[src/rtl/reli_rx_seq_check_if.sv]
// -----------------------------------------------------------------------------
// reli_rx_seq_check_if
// AXI-Stream style packet bus used on both sides of reli_rx_seq_check.
//   tdata/tkeep/tlast/tuser : beat payload, qualified by tvalid
//   tvalid / tready         : per-beat handshake
// Modports: master drives the payload and consumes tready; slave is the mirror.
// -----------------------------------------------------------------------------
interface reli_rx_seq_check_if #(
  parameter int unsigned DATA_WIDTH = 128,
  parameter int unsigned KEEP_WIDTH = DATA_WIDTH / 8,
  parameter int unsigned USER_WIDTH = 71
);
  logic [DATA_WIDTH-1:0] tdata;
  logic [KEEP_WIDTH-1:0] tkeep;
  logic                  tvalid;
  logic                  tready;
  logic                  tlast;
  logic [USER_WIDTH-1:0] tuser;

  modport master (output tdata, tkeep, tvalid, tlast, tuser, input tready);
  modport slave  (input tdata, tkeep, tvalid, tlast, tuser, output tready);
endinterface

[src/rtl/reli_rx_seq_check.sv]
// -----------------------------------------------------------------------------
// reli_rx_seq_check
// Receive-side PSN checker. Per packet, compares the PSN carried in tuser with a
// per-flow expected-PSN table, forwards in-order (and non-reliable) packets,
// drops ahead/duplicate packets, and emits one ACK/NACK word per reliable
// packet.
//
// Ports:
//   i_clk, i_rst          : clock, synchronous active-high reset
//   s_axis (slave)        : received packet stream
//   m_axis (master)       : accepted packet stream (combinational pass-through)
//   o_ack_info            : {type[1:0], flow_idx, psn}; 01 = ACK, 10 = NACK
//   o_ack_valid/i_ack_ready : ACK word handshake
//   i_flow_clr_valid/idx  : one-cycle strobe invalidating one table entry
//   o_stat_fwd_cnt        : forwarded-packet counter
//   o_stat_drop_cnt       : dropped-packet counter
//
// Build option: define RELI_RX_STAT_EN to implement the two statistics
// counters; otherwise both stat ports are tied to zero.
// -----------------------------------------------------------------------------
module reli_rx_seq_check #(
  parameter int unsigned DATA_WIDTH       = 128,
  parameter int unsigned KEEP_WIDTH       = DATA_WIDTH / 8,
  parameter int unsigned USER_WIDTH       = 71,
  parameter int unsigned FLOW_IDX_WIDTH   = 5,
  parameter int unsigned PSN_WIDTH        = 32,
  parameter int unsigned PSN_OFFSET       = 0,
  parameter int unsigned FLOW_OFFSET      = 32,
  parameter int unsigned RELI_FLAG_OFFSET = 37
) (
  input  logic                                  i_clk,
  input  logic                                  i_rst,
  reli_rx_seq_check_if.slave                    s_axis,
  reli_rx_seq_check_if.master                   m_axis,
  output logic [2+FLOW_IDX_WIDTH+PSN_WIDTH-1:0] o_ack_info,
  output logic                                  o_ack_valid,
  input  logic                                  i_ack_ready,
  input  logic                                  i_flow_clr_valid,
  input  logic [FLOW_IDX_WIDTH-1:0]             i_flow_clr_idx,
  output logic [31:0]                           o_stat_fwd_cnt,
  output logic [31:0]                           o_stat_drop_cnt
);

  localparam int unsigned Depth    = 2 ** FLOW_IDX_WIDTH;
  localparam logic [1:0]  TypeAck  = 2'b01;
  localparam logic [1:0]  TypeNack = 2'b10;

  typedef enum logic [2:0] {StIdle, StLookup, StForward, StDrop, StAck} state_e;

  state_e                          r_state;
  logic [FLOW_IDX_WIDTH-1:0]       r_flow;
  logic [PSN_WIDTH-1:0]            r_psn;
  logic                            r_reli;
  logic                            r_ack_pend;
  logic [1:0]                      r_ack_type;
  logic [PSN_WIDTH-1:0]            r_ack_psn;
  logic [Depth-1:0]                r_tbl_vld;
  logic [PSN_WIDTH-1:0]            r_tbl_exp [Depth];
  logic [2+FLOW_IDX_WIDTH+PSN_WIDTH-1:0] r_ack_info;
  logic                            r_ack_valid;

  logic                 w_fwd;
  logic                 w_drop;
  logic                 w_s_ready;
  logic                 w_beat_last;
  logic [PSN_WIDTH-1:0] w_exp;
  logic [PSN_WIDTH-1:0] w_dist;

  assign w_fwd       = (r_state == StForward);
  assign w_drop      = (r_state == StDrop);
  assign w_s_ready   = w_drop | (w_fwd & m_axis.tready);
  assign w_beat_last = s_axis.tvalid & w_s_ready & s_axis.tlast;
  assign w_exp       = r_tbl_exp[r_flow];
  // Modular distance: top half of the range counts as "behind".
  assign w_dist      = r_psn - w_exp;

  assign s_axis.tready = w_s_ready;
  assign m_axis.tvalid = w_fwd & s_axis.tvalid;
  assign m_axis.tdata  = w_fwd ? s_axis.tdata : {DATA_WIDTH{1'b0}};
  assign m_axis.tkeep  = w_fwd ? s_axis.tkeep : {KEEP_WIDTH{1'b0}};
  assign m_axis.tlast  = w_fwd & s_axis.tlast;
  assign m_axis.tuser  = w_fwd ? s_axis.tuser : {USER_WIDTH{1'b0}};

  assign o_ack_info  = r_ack_info;
  assign o_ack_valid = r_ack_valid;

  always_ff @(posedge i_clk) begin
    if (i_rst) begin
      r_state     <= StIdle;
      r_flow      <= '0;
      r_psn       <= '0;
      r_reli      <= 1'b0;
      r_ack_pend  <= 1'b0;
      r_ack_type  <= '0;
      r_ack_psn   <= '0;
      r_tbl_vld   <= '0;
      r_ack_info  <= '0;
      r_ack_valid <= 1'b0;
    end else begin
      if (r_ack_valid && i_ack_ready) begin
        r_ack_valid <= 1'b0;
      end
      case (r_state)
        StIdle: begin
          // Peek the head beat; it is consumed later in FORWARD or DROP.
          if (s_axis.tvalid) begin
            r_flow  <= s_axis.tuser[FLOW_OFFSET +: FLOW_IDX_WIDTH];
            r_psn   <= s_axis.tuser[PSN_OFFSET +: PSN_WIDTH];
            r_reli  <= s_axis.tuser[RELI_FLAG_OFFSET];
            r_state <= StLookup;
          end
        end
        StLookup: begin
          r_ack_pend <= 1'b0;
          r_state    <= StForward;
          if (r_reli) begin
            r_ack_pend <= 1'b1;
            if (!r_tbl_vld[r_flow] || (w_dist == '0)) begin
              r_ack_type <= TypeAck;
              r_ack_psn  <= r_psn;
            end else if (!w_dist[PSN_WIDTH-1]) begin
              r_state    <= StDrop;
              r_ack_type <= TypeNack;
              r_ack_psn  <= w_exp;
            end else begin
              r_state    <= StDrop;
              r_ack_type <= TypeAck;
              r_ack_psn  <= w_exp - PSN_WIDTH'(1);
            end
          end
        end
        StForward: begin
          if (w_beat_last) begin
            if (r_reli) begin
              r_tbl_exp[r_flow] <= r_psn + PSN_WIDTH'(1);
              r_tbl_vld[r_flow] <= 1'b1;
            end
            r_state <= r_ack_pend ? StAck : StIdle;
          end
        end
        StDrop: begin
          if (w_beat_last) begin
            r_state <= StAck;
          end
        end
        StAck: begin
          if (!r_ack_valid || i_ack_ready) begin
            r_ack_info  <= {r_ack_type, r_flow, r_ack_psn};
            r_ack_valid <= 1'b1;
            r_state     <= StIdle;
          end
        end
        default: r_state <= StIdle;
      endcase
      // Placed after the tlast write so a same-index clear takes priority.
      if (i_flow_clr_valid) begin
        r_tbl_vld[i_flow_clr_idx] <= 1'b0;
      end
    end
  end

`ifdef RELI_RX_STAT_EN
  logic [31:0] r_fwd_cnt;
  logic [31:0] r_drop_cnt;

  always_ff @(posedge i_clk) begin
    if (i_rst) begin
      r_fwd_cnt  <= '0;
      r_drop_cnt <= '0;
    end else begin
      if (w_fwd && w_beat_last) begin
        r_fwd_cnt <= r_fwd_cnt + 32'd1;
      end
      if (w_drop && w_beat_last) begin
        r_drop_cnt <= r_drop_cnt + 32'd1;
      end
    end
  end

  assign o_stat_fwd_cnt  = r_fwd_cnt;
  assign o_stat_drop_cnt = r_drop_cnt;
`else
  assign o_stat_fwd_cnt  = '0;
  assign o_stat_drop_cnt = '0;
`endif

endmodule

[src/flat_wrapper.sv]
// flat-port wrapper written by rule: the top's interface ports become plain ports
module reli_rx_seq_check_flat 
#(
  parameter int unsigned DATA_WIDTH       = 128,
  parameter int unsigned KEEP_WIDTH       = DATA_WIDTH / 8,
  parameter int unsigned USER_WIDTH       = 71,
  parameter int unsigned FLOW_IDX_WIDTH   = 5,
  parameter int unsigned PSN_WIDTH        = 32,
  parameter int unsigned PSN_OFFSET       = 0,
  parameter int unsigned FLOW_OFFSET      = 32,
  parameter int unsigned RELI_FLAG_OFFSET = 37
)
  (i_clk, i_rst, o_ack_info, o_ack_valid, i_ack_ready, i_flow_clr_valid, i_flow_clr_idx, o_stat_fwd_cnt, o_stat_drop_cnt, s_axis_tdata, s_axis_tkeep, s_axis_tvalid, s_axis_tlast, s_axis_tuser, s_axis_tready, m_axis_tdata, m_axis_tkeep, m_axis_tvalid, m_axis_tlast, m_axis_tuser, m_axis_tready);
  reli_rx_seq_check_if #(.DATA_WIDTH(DATA_WIDTH), .KEEP_WIDTH(KEEP_WIDTH), .USER_WIDTH(USER_WIDTH)) s_axis_i ();
  reli_rx_seq_check_if #(.DATA_WIDTH(DATA_WIDTH), .KEEP_WIDTH(KEEP_WIDTH), .USER_WIDTH(USER_WIDTH)) m_axis_i ();
  input  logic i_clk;
  input  logic i_rst;
  output logic [2+FLOW_IDX_WIDTH+PSN_WIDTH-1:0] o_ack_info;
  output logic o_ack_valid;
  input  logic i_ack_ready;
  input  logic i_flow_clr_valid;
  input  logic [FLOW_IDX_WIDTH-1:0] i_flow_clr_idx;
  output logic [31:0] o_stat_fwd_cnt;
  output logic [31:0] o_stat_drop_cnt;
  input wire logic [$bits(s_axis_i.tdata)-1:0] s_axis_tdata;
  input wire logic [$bits(s_axis_i.tkeep)-1:0] s_axis_tkeep;
  input wire logic [$bits(s_axis_i.tvalid)-1:0] s_axis_tvalid;
  input wire logic [$bits(s_axis_i.tlast)-1:0] s_axis_tlast;
  input wire logic [$bits(s_axis_i.tuser)-1:0] s_axis_tuser;
  output wire logic [$bits(s_axis_i.tready)-1:0] s_axis_tready;
  output wire logic [$bits(m_axis_i.tdata)-1:0] m_axis_tdata;
  output wire logic [$bits(m_axis_i.tkeep)-1:0] m_axis_tkeep;
  output wire logic [$bits(m_axis_i.tvalid)-1:0] m_axis_tvalid;
  output wire logic [$bits(m_axis_i.tlast)-1:0] m_axis_tlast;
  output wire logic [$bits(m_axis_i.tuser)-1:0] m_axis_tuser;
  input wire logic [$bits(m_axis_i.tready)-1:0] m_axis_tready;
  assign s_axis_i.tdata = s_axis_tdata;
  assign s_axis_i.tkeep = s_axis_tkeep;
  assign s_axis_i.tvalid = s_axis_tvalid;
  assign s_axis_i.tlast = s_axis_tlast;
  assign s_axis_i.tuser = s_axis_tuser;
  assign s_axis_tready = s_axis_i.tready;
  assign m_axis_tdata = m_axis_i.tdata;
  assign m_axis_tkeep = m_axis_i.tkeep;
  assign m_axis_tvalid = m_axis_i.tvalid;
  assign m_axis_tlast = m_axis_i.tlast;
  assign m_axis_tuser = m_axis_i.tuser;
  assign m_axis_i.tready = m_axis_tready;
  reli_rx_seq_check #(.DATA_WIDTH(DATA_WIDTH), .KEEP_WIDTH(KEEP_WIDTH), .USER_WIDTH(USER_WIDTH), .FLOW_IDX_WIDTH(FLOW_IDX_WIDTH), .PSN_WIDTH(PSN_WIDTH), .PSN_OFFSET(PSN_OFFSET), .FLOW_OFFSET(FLOW_OFFSET), .RELI_FLAG_OFFSET(RELI_FLAG_OFFSET)) u_core (.i_clk(i_clk), .i_rst(i_rst), .s_axis(s_axis_i), .m_axis(m_axis_i), .o_ack_info(o_ack_info), .o_ack_valid(o_ack_valid), .i_ack_ready(i_ack_ready), .i_flow_clr_valid(i_flow_clr_valid), .i_flow_clr_idx(i_flow_clr_idx), .o_stat_fwd_cnt(o_stat_fwd_cnt), .o_stat_drop_cnt(o_stat_drop_cnt));
endmodule
[config.mk]
export PLATFORM = sky130hd
export DESIGN_NAME = reli_rx_seq_check_flat
export DESIGN_NICKNAME = d
export VERILOG_FILES = /design/src/rtl/reli_rx_seq_check_if.sv /design/src/rtl/reli_rx_seq_check.sv /design/src/flat_wrapper.sv
export SDC_FILE = /design/constraint.sdc
export NUM_CORES = 1
export LEC_CHECK = 0
export BUFFER_PORTS_ARGS = -buffer_cell sky130_fd_sc_hd__buf_4
export CORE_ASPECT_RATIO = 1.5
export CORE_UTILIZATION = 53
export CTS_CLUSTER_DIAMETER = 40
export DETAILED_ROUTE_END_ITERATION = 8
export GPL_ROUTABILITY_DRIVEN = 0
export HOLD_SLACK_MARGIN = 0.02
export PLACE_DENSITY = 0.81
export REMOVE_ABC_BUFFERS = 1
export SYNTH_ARGS = -nofsm -noshare
export SYNTH_HDL_FRONTEND = slang
export SYNTH_SLANG_ARGS = --single-unit
export TNS_END_PERCENT = 50
[constraint.sdc]
create_clock -name i_clk -period 5.6 [get_ports i_clk]
set_input_delay 0.84 -clock i_clk [delete_from_list [all_inputs] [get_ports i_clk]]
set_output_delay 0.84 -clock i_clk [all_outputs]
set_load 0.005 [all_outputs]
# After elaboration in Yosys (flattened, before gate mapping)
# Memories as Yosys holds them, arrays and structs flattened. A register that Yosys moved wholly into a read port is not among the register bits.
# Cells that the tools add are included.
# word_totals
register_bits	148
ram_bits	1024
inputBits	227
output_inout_bits	322
wordCells	84
mem_count	1
# op_classes
n_addsub	3
magnitude_cmp	4
n_eq_ne	8
n_mux	36
bitwise	9
n_reduce_logical	13
# memory_table
memory	words	width	read_ports	rd_ports_with_merged_regs	write_ports	line_no	text
u_core.r_tbl_exp	32	32	1	1	1	reli_rx_seq_check.sv:58	logic [PSN_WIDTH-1:0] r_tbl_exp [Depth];
# op_table
op	count
two-way mux 32 bit	7
two-way mux 128 bit	1
two-way mux 71 bit	1
adder 32 x 1 -> 32 bit, second input constant	1
bitwise AND 32 bit	1
logical NOT 32 bit	1
inverter 32 bit	1
bitwise OR 32 bit	1
subtractor 32 x 1 -> 32 bit, second input constant	1
subtractor 32 bit	1
two-way mux 3 bit	6
two-way mux 16 bit	1
one-hot mux 3 bit (5 select lines)	1
< comparator 5 x 6 -> 1 bit, second input constant	2
two-way mux 1 bit	12
demux 1 bit (select 5 bit)	2
>= comparator 5 x 1 -> 1 bit, second input constant	2
two-way mux 5 bit	2
== test 3 x 2 -> 1 bit, second input constant	2
!= test 2 bit, second input constant	3
AND reduction 2 bit	3
bitwise AND 1 bit	5
binary-select mux 1 bit (select 5 bit)	1
two-way mux 2 bit	2
other kinds (9)	13

# Logic depth before layout (Yosys ltp)
# logic_depth
word_depth	11
mapped_depth	28
depth_no_buf	17

# Worst setup path after synthesis
# No wires, ideal clock.
# synth_path
kind	register to register
from	register (tool-made name)
to	register u_core.r_ack_psn[28]
setup_time_ns	0.091
t_arrival_ns	5.638
required_time_ns	5.509
slack_ns	-0.129
path_stages_with_launch	27
n_path_buf	12
synth_period_minus_slack_ns	5.729
cell_sequence	dfxtp_1 buf_6 buf_6 buf_8 buf_12 buf_8 buf_6 buf_6 buf_4 buf_4 mux4_2 mux4_2 mux2i_1 ha_1 buf_2 a21oi_1 o22ai_1 nor3b_1 a21oi_1 or3_1 a221oi_1 and4_1 and4_1 clkbuf_1 buf_2 o21ai_0 a311oi_1
# synth_rtl
item	line_no	text
to (signal assigned)	reli_rx_seq_check.sv:120	r_ack_psn <= r_psn;
to (signal assigned)	reli_rx_seq_check.sv:124	r_ack_psn <= w_exp;
to (signal assigned)	reli_rx_seq_check.sv:128	r_ack_psn <= w_exp - PSN_WIDTH'(1);
to (decl)	reli_rx_seq_check.sv:56	logic [PSN_WIDTH-1:0] r_ack_psn;

==> results.toml <==
[routing]
wl_met2_um = 91100
via_per_inst = 6.70
antenna_left = 0
drt_iter0_markers = 5730
detail_route.first_pass.iterations = 8
met3_length_um = 24700
wl_per_cell_um = 34.6
wl_um = 191000
drc = 0
met1_length_um = 54400
vias = 36887
top_layer = "met5"

[timing]
hold_viol = 0
worst_pin_slew_ns = 1.54
tns_ns = -0.173
timing.fmax_mhz = 176
maxSlewViolCount = 33
fin_crit_sh_pct = 101
finalCriticalPeriod_ns = 5.68
fin_ws_ns = -0.0798
setup_viol = 4
slew_headroom_pct = -3.12
fin_worst_skew_ns = 0.0448

[floorplanning]
core_area_um2 = 96900
die_w_um = 257
initial_core_util_pct = 53.4
fp-row-count = 140
die_h_um = 385
boundaryPins = 549
die-area_um2 = 98900

[layout]
multi_input_area_um2 = 17000
fill_cells = 6617
final_util_pct = 63.8
drive_gt1_share_pct = 28.0
regArea_um2 = 33800
finalNetCount = 4370
area_delta_synth_final_pct = 19.4

[critical_path]
reg2reg_slack_ns = -0.08
critPathArrivalTime_ns = 6.28
start_kind = "flop"
worst_r2r_endpoint = "u_core.r_ack_psn[28]$_SDFFE_PP0P_"
required_ns = 6.20
worstSetupEndpointType = "flop"
worstRegToRegCells = 18
crit_type = "flop to flop"
crit_fanout = 12

[pwr]
ir_drop_v = 0.000242
power_leakage_nw = 21.5
p_per_area_nw_per_um2 = 321

[hold_path]
min_from = "s_axis_tuser[25]"
hold_class = "input pin to flop"
whs_path_depth = 3
hold-path-endpoint = "u_core.r_psn[25]$_SDFFE_PP0P_"

[clock_tree]
cts_htree_levels = 3
cts_root_buffer = "clkbuf_16"
cts_num_sinks = 1177
cts-buffers-inserted = 101
postCtsHoldBufs = 0
clk_path_buf_depth = 3
clk_pin_slew_worst_paths_ns = 0.07
clock_latency_ns = 0.72
cts_tree = "done"

[run]
drv_cap = 1

[grt]
antenna_found_initial = 39
grt_pass1_wl_um = 257000
grt_start_max_net_pins = 220
grt_pass1_vias = 35247
track_usage_pct = 37.2
grt.overflow.total = 0

[place]
dp_hpwl_um = 125000
io_buffer_count = 484

[synthesis]
ys_types = 91
ys_seq_area_share_pct = 65.3
ys.warnings.count = 0
yosysTopAreaCellShare_pct = 59.4
syn_avg_cell_area_um2 = 14.9
netlist.top_cell.by_area = "edfxtp_1"
synth_area_leaders = "edfxtp_1, dfxtp_1, mux4_2, mux2i_1, and2_1"
synth-edff-count = 1024
syn_area_um2 = 51800
synthArstFlopShare_pct = 0
ys.flop_type = "edfxtp_1"
ys_seq_elements = 1177
post_synth_inst_count = 3481

[outcome]
status = "complete, but fails checks"
violations = "max-capacitance violations, max-slew violations, negative setup slack"
## cells in the final DEF (no fill, tap or decap), drive strengths merged, types with 35 or more instances in the layout
master,instances
edfxtp,1024
buf,740
nand2,275
and2,238
mux2i,186
a21oi,184
mux4,182
dfxtp,153
clkbuf,129
nor2,121
nand3,105
a22oi,75
o21ai,67
conb,64
a211oi,49
xnor2,49
diode,42
ha,41
nand4,36
inv,35
## worst max-delay path by stage
stage          cells past startpoint  slack, ns                                end
2_1_floorplan                     16      -7.58   u_core.r_ack_psn[0]$_SDFFE_PP0P_
3_3_place_gp                      19      -0.13  u_core.r_ack_psn[19]$_SDFFE_PP0P_
3_5_place_dp                      17      -0.18  u_core.r_ack_psn[29]$_SDFFE_PP0P_
4_1_cts                           19       0.03  u_core.r_ack_psn[29]$_SDFFE_PP0P_
5_1_grt                           19      -0.17  u_core.r_ack_psn[28]$_SDFFE_PP0P_
6_report                          18      -0.08  u_core.r_ack_psn[28]$_SDFFE_PP0P_
## report_power, final
part           internal, mW  leakage (nW)  total, mW  switching (mW)
logic                  1.21          9.39       3.01            1.80
clock network          3.79          1.58       7.09            3.30
registers              9.63          10.5       9.73           0.103
total                  14.6          21.5       19.8            5.20
## what timing repair did
item,CTS,global route
hold endpoints to repair,0,0
setup endpoints to repair,34,34
pin swaps,0,3
setup buffers,3,19
gates resized for setup,6,53
## metrics by stage
stage | total power [mW] | instance area, um2 | hold slack [ns] | setup slack [ns] | instances
floorplan | 11.5 | 50200 | 0.425 | -7.58 | 3259
global placement | 12.6 | 57900 | 0.442 | -0.129 | 5253
detailed placement | 12.7 | 57900 | 0.448 | -0.178 | 5253
CTS | 19.6 | 61300 | 0.366 | 0.0276 | 5442
global route | 20.2 | 61800 | 0.400 | -0.170 | 5497
finish | 19.8 | 61800 | 0.385 | -0.0798 | 5505
## logic make-up (layout without fill, tap and decap cells)
| kind of cell | Yosys count | after routing | share of synthesized area (%) |
|---|---|---|---|
| mux | 375 | 375 | 12.0 |
| simple gates | 958 | 958 | 9.70 |
| buf+inv | 308 | 949 | 3.66 |
| xor+xnor | 73 | 73 | 1.24 |
| fa+ha+maj | 41 | 41 | 0.991 |
| flops | 1177 | 1177 | 65.3 |
| compound gates | 548 | 548 | 7.04 |
| other cells | 1 | 106 | 0.00724 |
## cell type report
cell class                      count  share of cell area [%]
Antenna cell                       42                   0.170
Clock buffer                      129                    4.31
Clock inverter                     57                   0.947
Inverter                           23                   0.140
Multi-Input combinational cell   2059                    27.5
Sequential cell                  1177                    54.7
Tap cell                         1278                    2.59
Timing Repair Buffer              740                    9.58
## state kept, by name, summed over array words and instances, names as in the netlist, named ones only
signal and cells:
u_core.r_ack_pend 1, u_core.o_ack_valid 1, u_core.r_state 3, u_core.r_reli 1
u_core.r_flow 5, u_core.r_tbl_exp 1024, u_core.r_psn 32, u_core.r_tbl_vld 32
u_core.o_ack_info 39, u_core.r_ack_type 2, u_core.r_ack_psn 32
## worst max-delay path, stage by stage, from the launching register on
cell and delay (ns):
dfxtp_4 0.58, buf_4 0.29, buf_4 0.27, mux4_2 0.36
mux2i_1 0.27, o22ai_1 0.14, a21oi_1 0.45, buf_4 0.28
ha_1 0.33, and3_1 0.25, a31oi_1 0.31, o221ai_1 0.19
nor4_2 0.36, and4_1 0.33, and4_1 0.24, and4_1 0.27
buf_4 0.20, o21ai_0 0.10, a311oi_1 0.30
## per-layer routing
| metal | up-vias | global-route usage [%] |
|---|---|---|
| met5 | - | 1.56 |
| met4 | 20 | 32.2 |
| met3 | 1057 | 10.2 |
| met2 | 3517 | 61.7 |
| met1 | 17643 | 38.9 |
| li1 | 14650 | - |
## Yosys cell counts, types with 11 or more instances
master and number:
clkbuf_1 119, xor2_1 24, a211oi_1 48, and3_1 33
dfxtp_1 153, o21ai_0 62, nand4_1 34, buf_4 82
mux2i_1 184, nand2_1 274, a221oi_1 21, ha_1 41
buf_2 33, a21o_1 11, edfxtp_1 1024, nor3_1 28
buf_6 22, a22o_1 16, a311oi_1 21, a22oi_1 75
nand3_1 102, xnor2_1 49, and2_1 237, mux4_1 46
or3_1 17, buf_1 12, nor2_1 119, a31oi_1 17
a21oi_1 184, nor2b_1 26, nor3b_1 15, nand2b_1 18
inv_1 21, and4_1 15, mux4_2 136, o211ai_1 20
(Power assumes the default switching activity.)
